### config.mk
export PLATFORM = sky130hd
export DESIGN_NAME = lfsr_prbs_gen
export DESIGN_NICKNAME = d
export VERILOG_FILES = /design/src/rtl/lfsr_prbs_gen.sv
export SDC_FILE = /design/constraint.sdc
export NUM_CORES = 1
export LEC_CHECK = 0
export BUFFER_PORTS_ARGS = -buffer_cell sky130_fd_sc_hd__buf_2
export CELL_PAD_IN_SITES_DETAIL_PLACEMENT = 2
export CELL_PAD_IN_SITES_GLOBAL_PLACEMENT = 2
export CORE_MARGIN = 3
export CORE_UTILIZATION = 37
export CTS_CLUSTER_SIZE = 10
export DETAILED_ROUTE_END_ITERATION = 12
export GPL_TIMING_DRIVEN = 0
export PLACE_DENSITY = 0.89
export SKIP_LAST_GASP = 1
export SYNTH_ARGS = -nofsm -noshare
export SYNTH_HDL_FRONTEND = slang
export SYNTH_SLANG_ARGS = --single-unit
### constraint.sdc
create_clock -name clk -period 3.25 [get_ports clk]
set_input_delay 0 -clock clk [delete_from_list [all_inputs] [get_ports clk]]
set_output_delay 0 -clock clk [all_outputs]
set_load 0.01 [all_outputs]
### src/rtl/lfsr_prbs_gen.sv
// Parametrised Fibonacci/Galois PRBS generator with multi-step advance,
// run-time seed load (zero-seed substitution), wrap detection and cycle counter.
module lfsr_prbs_gen #(
  parameter int unsigned    N          = 8,
  parameter logic [N-1:0]   TAPS       = 8'hB8,
  parameter logic [N-1:0]   RESET_SEED = '1,
  parameter int unsigned    STEP       = 1,
  parameter bit             GALOIS     = 1'b0,
  parameter int unsigned    CNT_W      = 16
) (
  input  logic             clk,
  input  logic             rst_n,
  input  logic             en,
  input  logic             load,
  input  logic [N-1:0]     seed,
  output logic [N-1:0]     q,
  output logic [STEP-1:0]  bits_out,
  output logic             wrap,
  output logic             zero_seed,
  output logic [CNT_W-1:0] cyc_cnt
);

  logic [N-1:0]     q_q, q_d;
  logic [N-1:0]     start_q, start_d;
  logic [STEP-1:0]  bits_q, bits_d;
  logic             wrap_q, wrap_d;
  logic             zs_q, zs_d;
  logic [CNT_W-1:0] cnt_q, cnt_d;

  logic [N-1:0]     adv_s;
  logic [STEP-1:0]  adv_bits;
  logic             fb;

  // STEP sub-steps unrolled into one combinational chain.
  always_comb begin
    adv_s    = q_q;
    adv_bits = '0;
    fb       = 1'b0;
    for (int unsigned k = 0; k < STEP; k++) begin
      if (GALOIS) begin
        adv_bits[k] = adv_s[N-1];
        adv_s       = {adv_s[N-2:0], 1'b0} ^ ({N{adv_s[N-1]}} & TAPS);
      end else begin
        fb          = ^(adv_s & TAPS);
        adv_bits[k] = fb;
        adv_s       = {adv_s[N-2:0], fb};
      end
    end
  end

  always_comb begin
    q_d     = q_q;
    start_d = start_q;
    bits_d  = bits_q;
    cnt_d   = cnt_q;
    wrap_d  = 1'b0;
    zs_d    = 1'b0;
    if (load) begin
      q_d     = (seed == '0) ? RESET_SEED : seed;
      start_d = (seed == '0) ? RESET_SEED : seed;
      bits_d  = '0;
      cnt_d   = '0;
      zs_d    = (seed == '0);
    end else if (en) begin
      q_d    = adv_s;
      bits_d = adv_bits;
      if (adv_s == start_q) begin
        wrap_d = 1'b1;
        cnt_d  = '0;
      end else if (cnt_q != '1) begin
        cnt_d  = cnt_q + 1'b1;
      end
    end
  end

  always_ff @(posedge clk or negedge rst_n) begin
    if (!rst_n) begin
      q_q     <= RESET_SEED;
      start_q <= RESET_SEED;
      bits_q  <= '0;
      wrap_q  <= 1'b0;
      zs_q    <= 1'b0;
      cnt_q   <= '0;
    end else begin
      q_q     <= q_d;
      start_q <= start_d;
      bits_q  <= bits_d;
      wrap_q  <= wrap_d;
      zs_q    <= zs_d;
      cnt_q   <= cnt_d;
    end
  end

  assign q         = q_q;
  assign bits_out  = bits_q;
  assign wrap      = wrap_q;
  assign zero_seed = zs_q;
  assign cyc_cnt   = cnt_q;

endmodule

==> impl_metrics.ini, run 1 <==
[outcome]
outcome = complete, no violations

[pwr]
leakage_uw = 0.001111
power.sequential.fraction_pct = 46.9
power.share.clock_pct = 36.4
maximum_resistive_drop_on_vdd_mv = 0.2062
internal_power_consumption_uw = 772.9
switching_power_uw = 309.3
power_density_nw_per_um2 = 436.0
p_comb_share_pct = 16.7
power.share.switching_pct = 28.58

[job]
maxCapViolations = 0

[setup_path]
rr_endpoint = cyc_cnt[0]$_DFFE_PN0P_
ff2ff_path_depth = 7
endpoint_kind = flip-flop
reg2reg_slack_ns = 1.01
r2r_start = cyc_cnt[0]$_DFFE_PN0P_
criticalPathCategory = reg -> reg
worst-path-max-fanout = 9
setup.worst_path.start_class = flip-flop
critical_path_arrival_ns = 2.41
critPathRequiredTime_ns = 3.43

[synthesis]
synth_area_per_cell_sq_um = 9.793
async_reset_ff_share_pct = 100.0
yosysMostFrequentCell = dfrtp_1
ys_top_cells_by_area = dfrtp_1 23%, dfstp_2 21%, o22a_1 4.3%
yosys_register_bits = 35
yosysWarnings = 0
mappedNetlistArea_sq_um = 2037
synth_enable_flop_cells = 0
synth_top_cells_by_count = 19 x dfrtp_1, 18 x nand2_1, 16 x dfstp_2, 13 x o21ai_0, 12 x nor2_1
yosysTopAreaCellShare_pct = 23.34
seq_area_frac_synth_pct = 43.98
cell_type_contributing_the_most_total_cell_area_after_synthesis = dfrtp_1
syn_nets = 221
synth-main-ff-cell = dfrtp_1
netlist_instances = 208
netlist_cell_types = 50

[floorplan]
die_width_um = 80.20
start_util_pct = 39.13
floorplan.die_area_sq_um = 6431
die-height_um = 80.20
rows = 26
core_area_sq_um = 5205
design.portCount = 39

[grt]
grt_max_degree = 36
initial_antenna_violation_count = 0
overflow = 0
wire_length_of_the_first_global_routing_pass_um = 12030
groute.usage.overall_pct = 24.56
first_global_vias = 2158

[placement]
gp_congestion = 0.7844
hpwlAfterDp_um = 4937
port_buffers = 37

[sta]
whs_ns = 0.009754
clock-skew-final_ns = 0.008689
maxClockFrequency_mhz = 446.7
timing_worst_slew_pin_value_ns = 0.8251
timing_hold_violations_final = 0
min_period_over_period_pct = 68.88
setup_viol_count_final = 0
post-route-min-period_ns = 2.238
final.setup.tns_ns = 0
final_max_slew_viol_count = 0
worst_slew_margin_rel_pct = 44.99
grt_setup_unrepaired = false

[final_layout]
final_layout_size_suffix_gt1_share_pct = 28.19
antenna_cells = 0
area_growth_syn_to_layout_pct = 21.87
final_nets = 271

[drt]
vias = 1934
initialDrtViolationCount = 92
drt.antenna.violating_nets = 0
detailedRoute.firstPassIterationCount = 4
drcViolationCount = 0
wirelength_um = 7326
detail_route.wl_per_cell_um = 22.27
routed_via_density = 5.878

[clock_network]
cts_root_buffer = clkbuf_8
worstSkewPairLatency_ns = 0.29
clkSinkCount = 35
tritoncts_clock_tree = built
cts_max_level = 2
numCtsBuffers = 5
path_clk_slew_ns = 0.08
post-cts-setup-buffer-count = 0
max-clock-path-buffers = 2

[worst_hold_path]
min_path_cells = 2
hold_path_end = q[1]$_DFFE_PN1P_
min_path_type = in -> reg
hp-start = seed[1]
-- routing by layer --
| metal | up-vias | wire length [um] | GRT usage, % |
|---|---|---|---|
| li1 | 883 | - | - |
| met3 | 6 | 271 | 3.924 |
| met1 | 999 | 3263 | 32.70 |
| met5 | - | 0 | 0 |
| met4 | 0 | 64 | 5.912 |
| met2 | 46 | 3726 | 41.56 |
-- power groups by stage --
| stage | logic, uW | registers, uW | clock network [uW] |
|---|---|---|---|
| after floorplan | 101 | 514 | 0 |
| final | 181 | 508 | 394 |
| after detailed placement | 171 | 514 | 0 |
| after CTS | 181 | 507 | 398 |
| after global placement | 163 | 512 | 0 |
| after global routing | 199 | 513 | 421 |
-- layout by cell type (no fill, tap or decap), drive strengths merged, types with 7 or more instances in the layout --
cell type / synthesis / routed
clkbuf: 8 / 15
nor2: 12 / 12
o22a: 10 / 10
a21oi: 8 / 8
buf: 5 / 42
nand3: 10 / 10
dfrtp: 19 / 19
dfstp: 16 / 16
nor3: 8 / 8
xor2: 7 / 7
nand4: 8 / 8
o21ai: 13 / 13
nor4: 7 / 7
nand2: 18 / 18
-- repair_timing --
item | 4_1_cts | 5_1_grt
setup endpoints to repair | 0 | 0
hold buffers | 6 | 0
resized for setup | 0 | 0
endpoints found under the hold margin | 25 | 0
-- cell families after synthesis --
logic type / synth area share (%)
AO/OA/AOI/OAI: 17.08
XOR/XNOR: 5.774
adder cells (fa/ha/maj): 0.6142
buffers and inverters: 5.651
flip-flops: 43.98
multiplexers: 2.949
AND/OR/NAND/NOR: 23.96
-- worst max-delay path by stage --
stage                             endpoint                   start  slack (ns)  cells after the start
finish              cyc_cnt[0]$_DFFE_PN0P_  cyc_cnt[0]$_DFFE_PN0P_        1.01                      7
global route        cyc_cnt[0]$_DFFE_PN0P_  cyc_cnt[1]$_DFFE_PN0P_        0.90                      7
CTS                 cyc_cnt[0]$_DFFE_PN0P_  cyc_cnt[1]$_DFFE_PN0P_        1.02                      7
detailed placement  cyc_cnt[0]$_DFFE_PN0P_  cyc_cnt[0]$_DFFE_PN0P_        1.08                      7
global placement    cyc_cnt[0]$_DFFE_PN0P_  cyc_cnt[1]$_DFFE_PN0P_        1.15                      7
floorplan           cyc_cnt[0]$_DFFE_PN0P_  cyc_cnt[0]$_DFFE_PN0P_        1.25                      7
-- worst max-delay path, cell delays in order, from the launching register on --
cell	delay, ns
dfrtp_1	0.49
ha_1	0.21
buf_6	0.13
nand4_1	0.08
or4_1	0.44
buf_2	0.20
or4b_1	0.48
o311ai_1	0.11
-- through the flow --
stage,cells,utilization (%),setup WS (ns),total power (uW),cell area [sq um]
finish,329,47.69,1.012,1082,2482
global route,329,47.69,0.9039,1133,2482
CTS,329,47.69,1.020,1086,2482
detailed placement,315,44.38,1.078,685.2,2310
global placement,315,44.38,1.146,675.9,2310
floorplan,208,-,1.251,614.6,2037
-- state kept, by name, summed over array words and instances (netlist names) --
signal and cells:
start_q 8, zero_seed 1, cyc_cnt 16, q 8, bits_out 1, wrap 1
-- area by class of cell --
type                            instances  area, sq um
Multi-Input combinational cell        153         1026
Clock buffer                            7        107.6
Clock inverter                          1        5.005
Sequential cell                        35        895.9
Timing Repair Buffer                   43        245.2
Inverter                                6        22.52
Tap cell                               70        87.58
Buffer                                 14        92.59
Fill cell                             581         2723
Note: power is estimated with default switching activity, not from simulation.
==> inputs of run 2 (changes only) <==
CORE_UTILIZATION = 31   (was 37)
PLACE_DENSITY = 0.8   (was 0.89)
clock period = 1.81 ns   (was 3.25 ns; I/O delays follow)
==> impl_metrics.ini, run 2 (synthesis gave the netlist of run 1 again) <==
[outcome]
outcome = finished, violations left
failing_checks = hold timing, setup timing

[grt]
groute.usage.overall_pct = 21.85
initial_antenna_violation_count = 0
grt_max_degree = 36
overflow = 0
first_global_vias = 2176
wire_length_of_the_first_global_routing_pass_um = 12350

[final_layout]
final_layout_size_suffix_gt1_share_pct = 43.42
most_common_library_cell_in_the_layout_ignoring_fill_and_taps = buf_2
final_nets = 293
final-instance-count-excl-fill = 356
largest_reg_flops = 16
final_util_pct = 46.43
area_growth_syn_to_layout_pct = 39.74
antenna_cells = 0
layout.cells.most_common_list = 37 x buf_2, 20 x buf_4, 18 x nand2_1

[sta]
clock-skew-final_ns = 0.01166
min_period_over_period_pct = 109.5
post-route-min-period_ns = 1.983
final_worst_slack_ns = -0.1726
final_max_slew_viol_count = 0
maxClockFrequency_mhz = 504.4
timing_hold_violations_final = 1
grt_setup_unrepaired = true
setup_viol_count_final = 12
worst_slew_margin_rel_pct = 44.87
whs_ns = -0.0007989
timing_worst_slew_pin_value_ns = 0.8269

[clock_network]
path_clk_slew_ns = 0.08
worstSkewPairLatency_ns = 0.31
numCtsBuffers = 5
cts_max_level = 2
cts_root_buffer = clkbuf_8
clkSinkCount = 35
tritoncts_clock_tree = built
max-clock-path-buffers = 2

[drt]
initialDrtViolationCount = 85
detailedRoute.firstPassIterationCount = 4
drt.antenna.violating_nets = 0
wirelength_um = 8468
routed_via_density = 5.834
drcViolationCount = 0
vias = 2077
detail_route.wl_per_cell_um = 23.79

[pwr]
leakage_uw = 0.001238
maximum_resistive_drop_on_vdd_mv = 0.3637
power_density_nw_per_um2 = 758.4

[setup_path]
endpoint_kind = flip-flop
critPathRequiredTime_ns = 2.01
critical_path_arrival_ns = 2.19
criticalPathCategory = reg -> reg
worst-path-max-fanout = 7
setup.worst_path.start_class = flip-flop

[placement]
port_buffers = 37
hpwlAfterDp_um = 4853
gp_congestion = 0.7457
numPlacedInstances = 320
preCtsSetupSlack_ns = -0.2752

[floorplan]
core_area_sq_um = 6131
floorplan.die_area_sq_um = 7579
die_width_um = 87.06
design.portCount = 39
die-height_um = 87.06
rows = 28
start_util_pct = 33.22

[job]
maxCapViolations = 0

[worst_hold_path]
min_path_type = in -> reg
-- run 2: metrics by stage --
| step | power, uW | instance area (sq um) | setup TNS, ns |
|---|---|---|---|
| floorplan | 1107 | 2054 | -0.1631 |
| global placement | 1222 | 2333 | -3.174 |
| detailed placement | 1237 | 2333 | -3.339 |
| CTS | 2104 | 2688 | -0.2888 |
| global route | 2247 | 2846 | -1.912 |
| finish | 2159 | 2846 | -0.6427 |
-- run 2: routing by layer --
| layer | global-route usage (%) | up-vias | wire (um) |
|---|---|---|---|
| li1 | - | 925 | - |
| met1 | 29.46 | 1078 | 3810 |
| met2 | 34.99 | 59 | 4072 |
| met3 | 3.974 | 15 | 390 |
| met4 | 7.790 | 0 | 195 |
| met5 | 0 | - | 0 |
-- run 2: cell type report --
class	count	area, sq um
Clock inverter	2	35.03
Inverter	6	22.52
Timing Repair Buffer	67	437.9
Sequential cell	35	907.1
Multi-Input combinational cell	153	1191
Clock buffer	6	82.58
Fill cell	645	3284
Tap cell	75	93.84
Buffer	12	76.32
-- run 2: critical path, stage by stage, from the launching register on --
cell and delay [ns]:
dfstp_2 0.60, xnor2_4 0.15, xnor3_2 0.41, nand3_4 0.13, or4b_4 0.51, o311ai_4 0.08
-- run 2: where the power goes --
part,switching [uW],internal (uW),total [uW],leakage (uW)
clock,339,447,785,0.0000612
sequential,58.1,856,915,0.000416
combinational,248,211,459,0.000760
total,645,1510,2160,0.00124
-- run 2: path summary, 6_finish.rpt --
kind,start,to,slack (ns),cells after the start
max,q[5]$_DFFE_PN1P_,cyc_cnt[0]$_DFFE_PN0P_,-0.17,5
min,seed[1],start_q[1]$_DFFE_PN1P_,-0.0008,3
max reg2reg,q[5]$_DFFE_PN1P_,cyc_cnt[0]$_DFFE_PN0P_,-0.17,5
min reg2reg,bits_out$_DFFE_PN0P_,bits_out$_DFFE_PN0P_,0.49,1
max in group asynchronous,rst_n,cyc_cnt[2]$_DFFE_PN0P_,0.90,2
min in group asynchronous,rst_n,cyc_cnt[13]$_DFFE_PN0P_,0.32,2
-- run 2: timing repair --
action                                  CTS  global route
cloned                                    0             0
gates resized for setup                  17            17
endpoints found under the setup margin   16            16
buffers inserted                         12            10
pin swaps                                 8             7
hold buffers                              8             0
hold endpoints to repair                 32             0
==> inputs of run 3 (changes only) <==
PLACE_DENSITY = 0.84   (was 0.8)
==> impl_metrics.ini, run 3 (synthesis gave the netlist of run 1 again) <==
[outcome]
outcome = finished, violations left
failing_checks = setup timing

[setup_path]
critPathRequiredTime_ns = 2.01
worst-path-max-fanout = 7
timing.critical_path.cells = xnor2_4 -> xnor3_2 -> nand3_4 -> or4b_4 -> o311ai_2
rr_endpoint = cyc_cnt[0]$_DFFE_PN0P_
worstSetupPathDepth = 5
r2r_start = q[5]$_DFFE_PN1P_
setup.worst_path.start_class = flip-flop
critical_path_arrival_ns = 2.15
worstPathBufferInverterCount = 0
cpMaxStageDelayCell = dfstp_2
criticalPathCategory = reg -> reg
slowest_delay_ns = 0.61
ff2ff_path_depth = 5
reg2reg_slack_ns = -0.14
endpoint_kind = flip-flop
critPathTopFamily = simple AND/OR/NAND/NOR gates

[floorplan]
design.portCount = 39
rows = 28
floorplan.die_area_sq_um = 7579
die-height_um = 87.06
core_area_sq_um = 6131
start_util_pct = 33.22
die_width_um = 87.06

[sta]
final_worst_slack_ns = -0.1444
worst_slew_margin_rel_pct = 42.44
min_period_over_period_pct = 108.0
clock-skew-final_ns = 0.01080
post-route-min-period_ns = 1.954
final_max_slew_viol_count = 0
setup_viol_count_final = 17
timing_hold_violations_final = 0
grt_setup_unrepaired = true
timing_worst_slew_pin_value_ns = 0.8633
maxClockFrequency_mhz = 511.7

[clock_network]
cts_max_level = 2
numCtsBuffers = 5
worstSkewPairLatency_ns = 0.31
tritoncts_clock_tree = built
path_clk_slew_ns = 0.07
clkSinkCount = 35
max-clock-path-buffers = 2
cts_root_buffer = clkbuf_8

[final_layout]
layout.cells.most_common_list = 37 x buf_2, 18 x nand2_1, 16 x dfstp_2
most_common_library_cell_in_the_layout_ignoring_fill_and_taps = buf_2
largest_reg_flops = 16
final_layout_size_suffix_gt1_share_pct = 40.73
antenna_cells = 0
final-instance-count-excl-fill = 350
final_nets = 287
n_fill_cell = 658
final_util_pct = 45.14
area_growth_syn_to_layout_pct = 35.87

[drt]
detail_route.wl_per_cell_um = 25.08
dr_wl_met2_um = 4409
vias = 2065
top_layer_used = met4
initialDrtViolationCount = 97
wl_met1_um = 3917
wirelength_um = 8778
detailroute.wirelength.met3_um = 249
detailedRoute.firstPassIterationCount = 4
drt.antenna.violating_nets = 0
drcViolationCount = 0
routed_via_density = 5.900

[grt]
initial_antenna_violation_count = 0
groute.usage.overall_pct = 23.60
overflow = 0
first_global_vias = 2221
wire_length_of_the_first_global_routing_pass_um = 13390
grt_max_degree = 36

[placement]
gp_congestion = 0.7540
port_buffers = 37
preCtsSetupSlack_ns = -0.3450
hpwlAfterDp_um = 4900
numPlacedInstances = 320

[pwr]
power_density_nw_per_um2 = 783.2
maximum_resistive_drop_on_vdd_mv = 0.3080
leakage_uw = 0.001199

[worst_hold_path]
min_path_cells = 2
hp-start = seed[5]
min_path_type = in -> reg
hold_path_end = q[5]$_DFFE_PN1P_

[job]
maxCapViolations = 0
run 3: cell count changes in the layout (fill, tap and decap cells not counted), moves of 2 or more:
| cell | delta |
|---|---|
| buf_4 | -5 |
| nor3_2 | -2 |
| o311ai_0 | -2 |
| o311ai_2 | +2 |
| xor2_1 | +2 |
run 3: layer usage:
metal,track usage [%],vias up
met5,0,-
met4,8.640,0
met3,3.311,15
met2,40.30,60
met1,30.16,1082
li1,-,908
run 3: cell type report:
type	instances	area, sq um	share of cell area [%]
Multi-Input combinational cell	153	1161	41.95
Sequential cell	35	905.9	32.73
Timing Repair Buffer	61	389.1	14.06
Tap cell	75	93.84	3.391
Clock buffer	6	82.58	2.984
Inverter	6	22.52	0.8137
Buffer	12	77.57	2.803
Clock inverter	2	35.03	1.266
run 3: power by group:
part           leakage [uW]  internal, uW  switching (uW)
logic              0.000719           209             256
clock network     0.0000612           447             345
registers          0.000418           856            54.9
run 3: timing repair:
action / CTS / global route
setup endpoints to repair: 16 / 17
hold buffers: 8 / 0
endpoints found under the hold margin: 31 / 0
pin swaps: 4 / 5
resized for setup: 19 / 13
setup buffers: 11 / 5
run 3: how the worst max path moves through the flow:
stage | start | to | slack [ns]
6_report | q[5]$_DFFE_PN1P_ | cyc_cnt[0]$_DFFE_PN0P_ | -0.14
5_1_grt | q[5]$_DFFE_PN1P_ | cyc_cnt[4]$_DFFE_PN0P_ | -0.22
4_1_cts | q[4]$_DFFE_PN1P_ | cyc_cnt[0]$_DFFE_PN0P_ | -0.12
3_5_place_dp | q[6]$_DFFE_PN1P_ | cyc_cnt[3]$_DFFE_PN0P_ | -0.35
3_3_place_gp | q[6]$_DFFE_PN1P_ | cyc_cnt[3]$_DFFE_PN0P_ | -0.24
2_1_floorplan | cyc_cnt[1]$_DFFE_PN0P_ | cyc_cnt[0]$_DFFE_PN0P_ | -0.13
run 3: worst register-to-register path: cells and delay by family, from the launching register on:
| kind | cells | cell delay, ns |
|---|---|---|
| compound gates | 1 | 0.08 |
| xor+xnor | 2 | 0.54 |
| simple gates | 2 | 0.63 |
| flops | 1 | 0.61 |
run 3: per-stage QoR:
step                      power [uW]  TNS, ns  area, sq um  hold slack [ns]
after floorplan                 1107  -0.1631         2054          -0.2956
after global placement          1218   -2.354         2333           0.1391
after detailed placement        1237   -3.754         2333           0.1482
after CTS                       2105  -0.5673         2683          0.01328
after global routing            2248   -2.858         2768          0.04852
final                           2168   -1.394         2768          0.04575
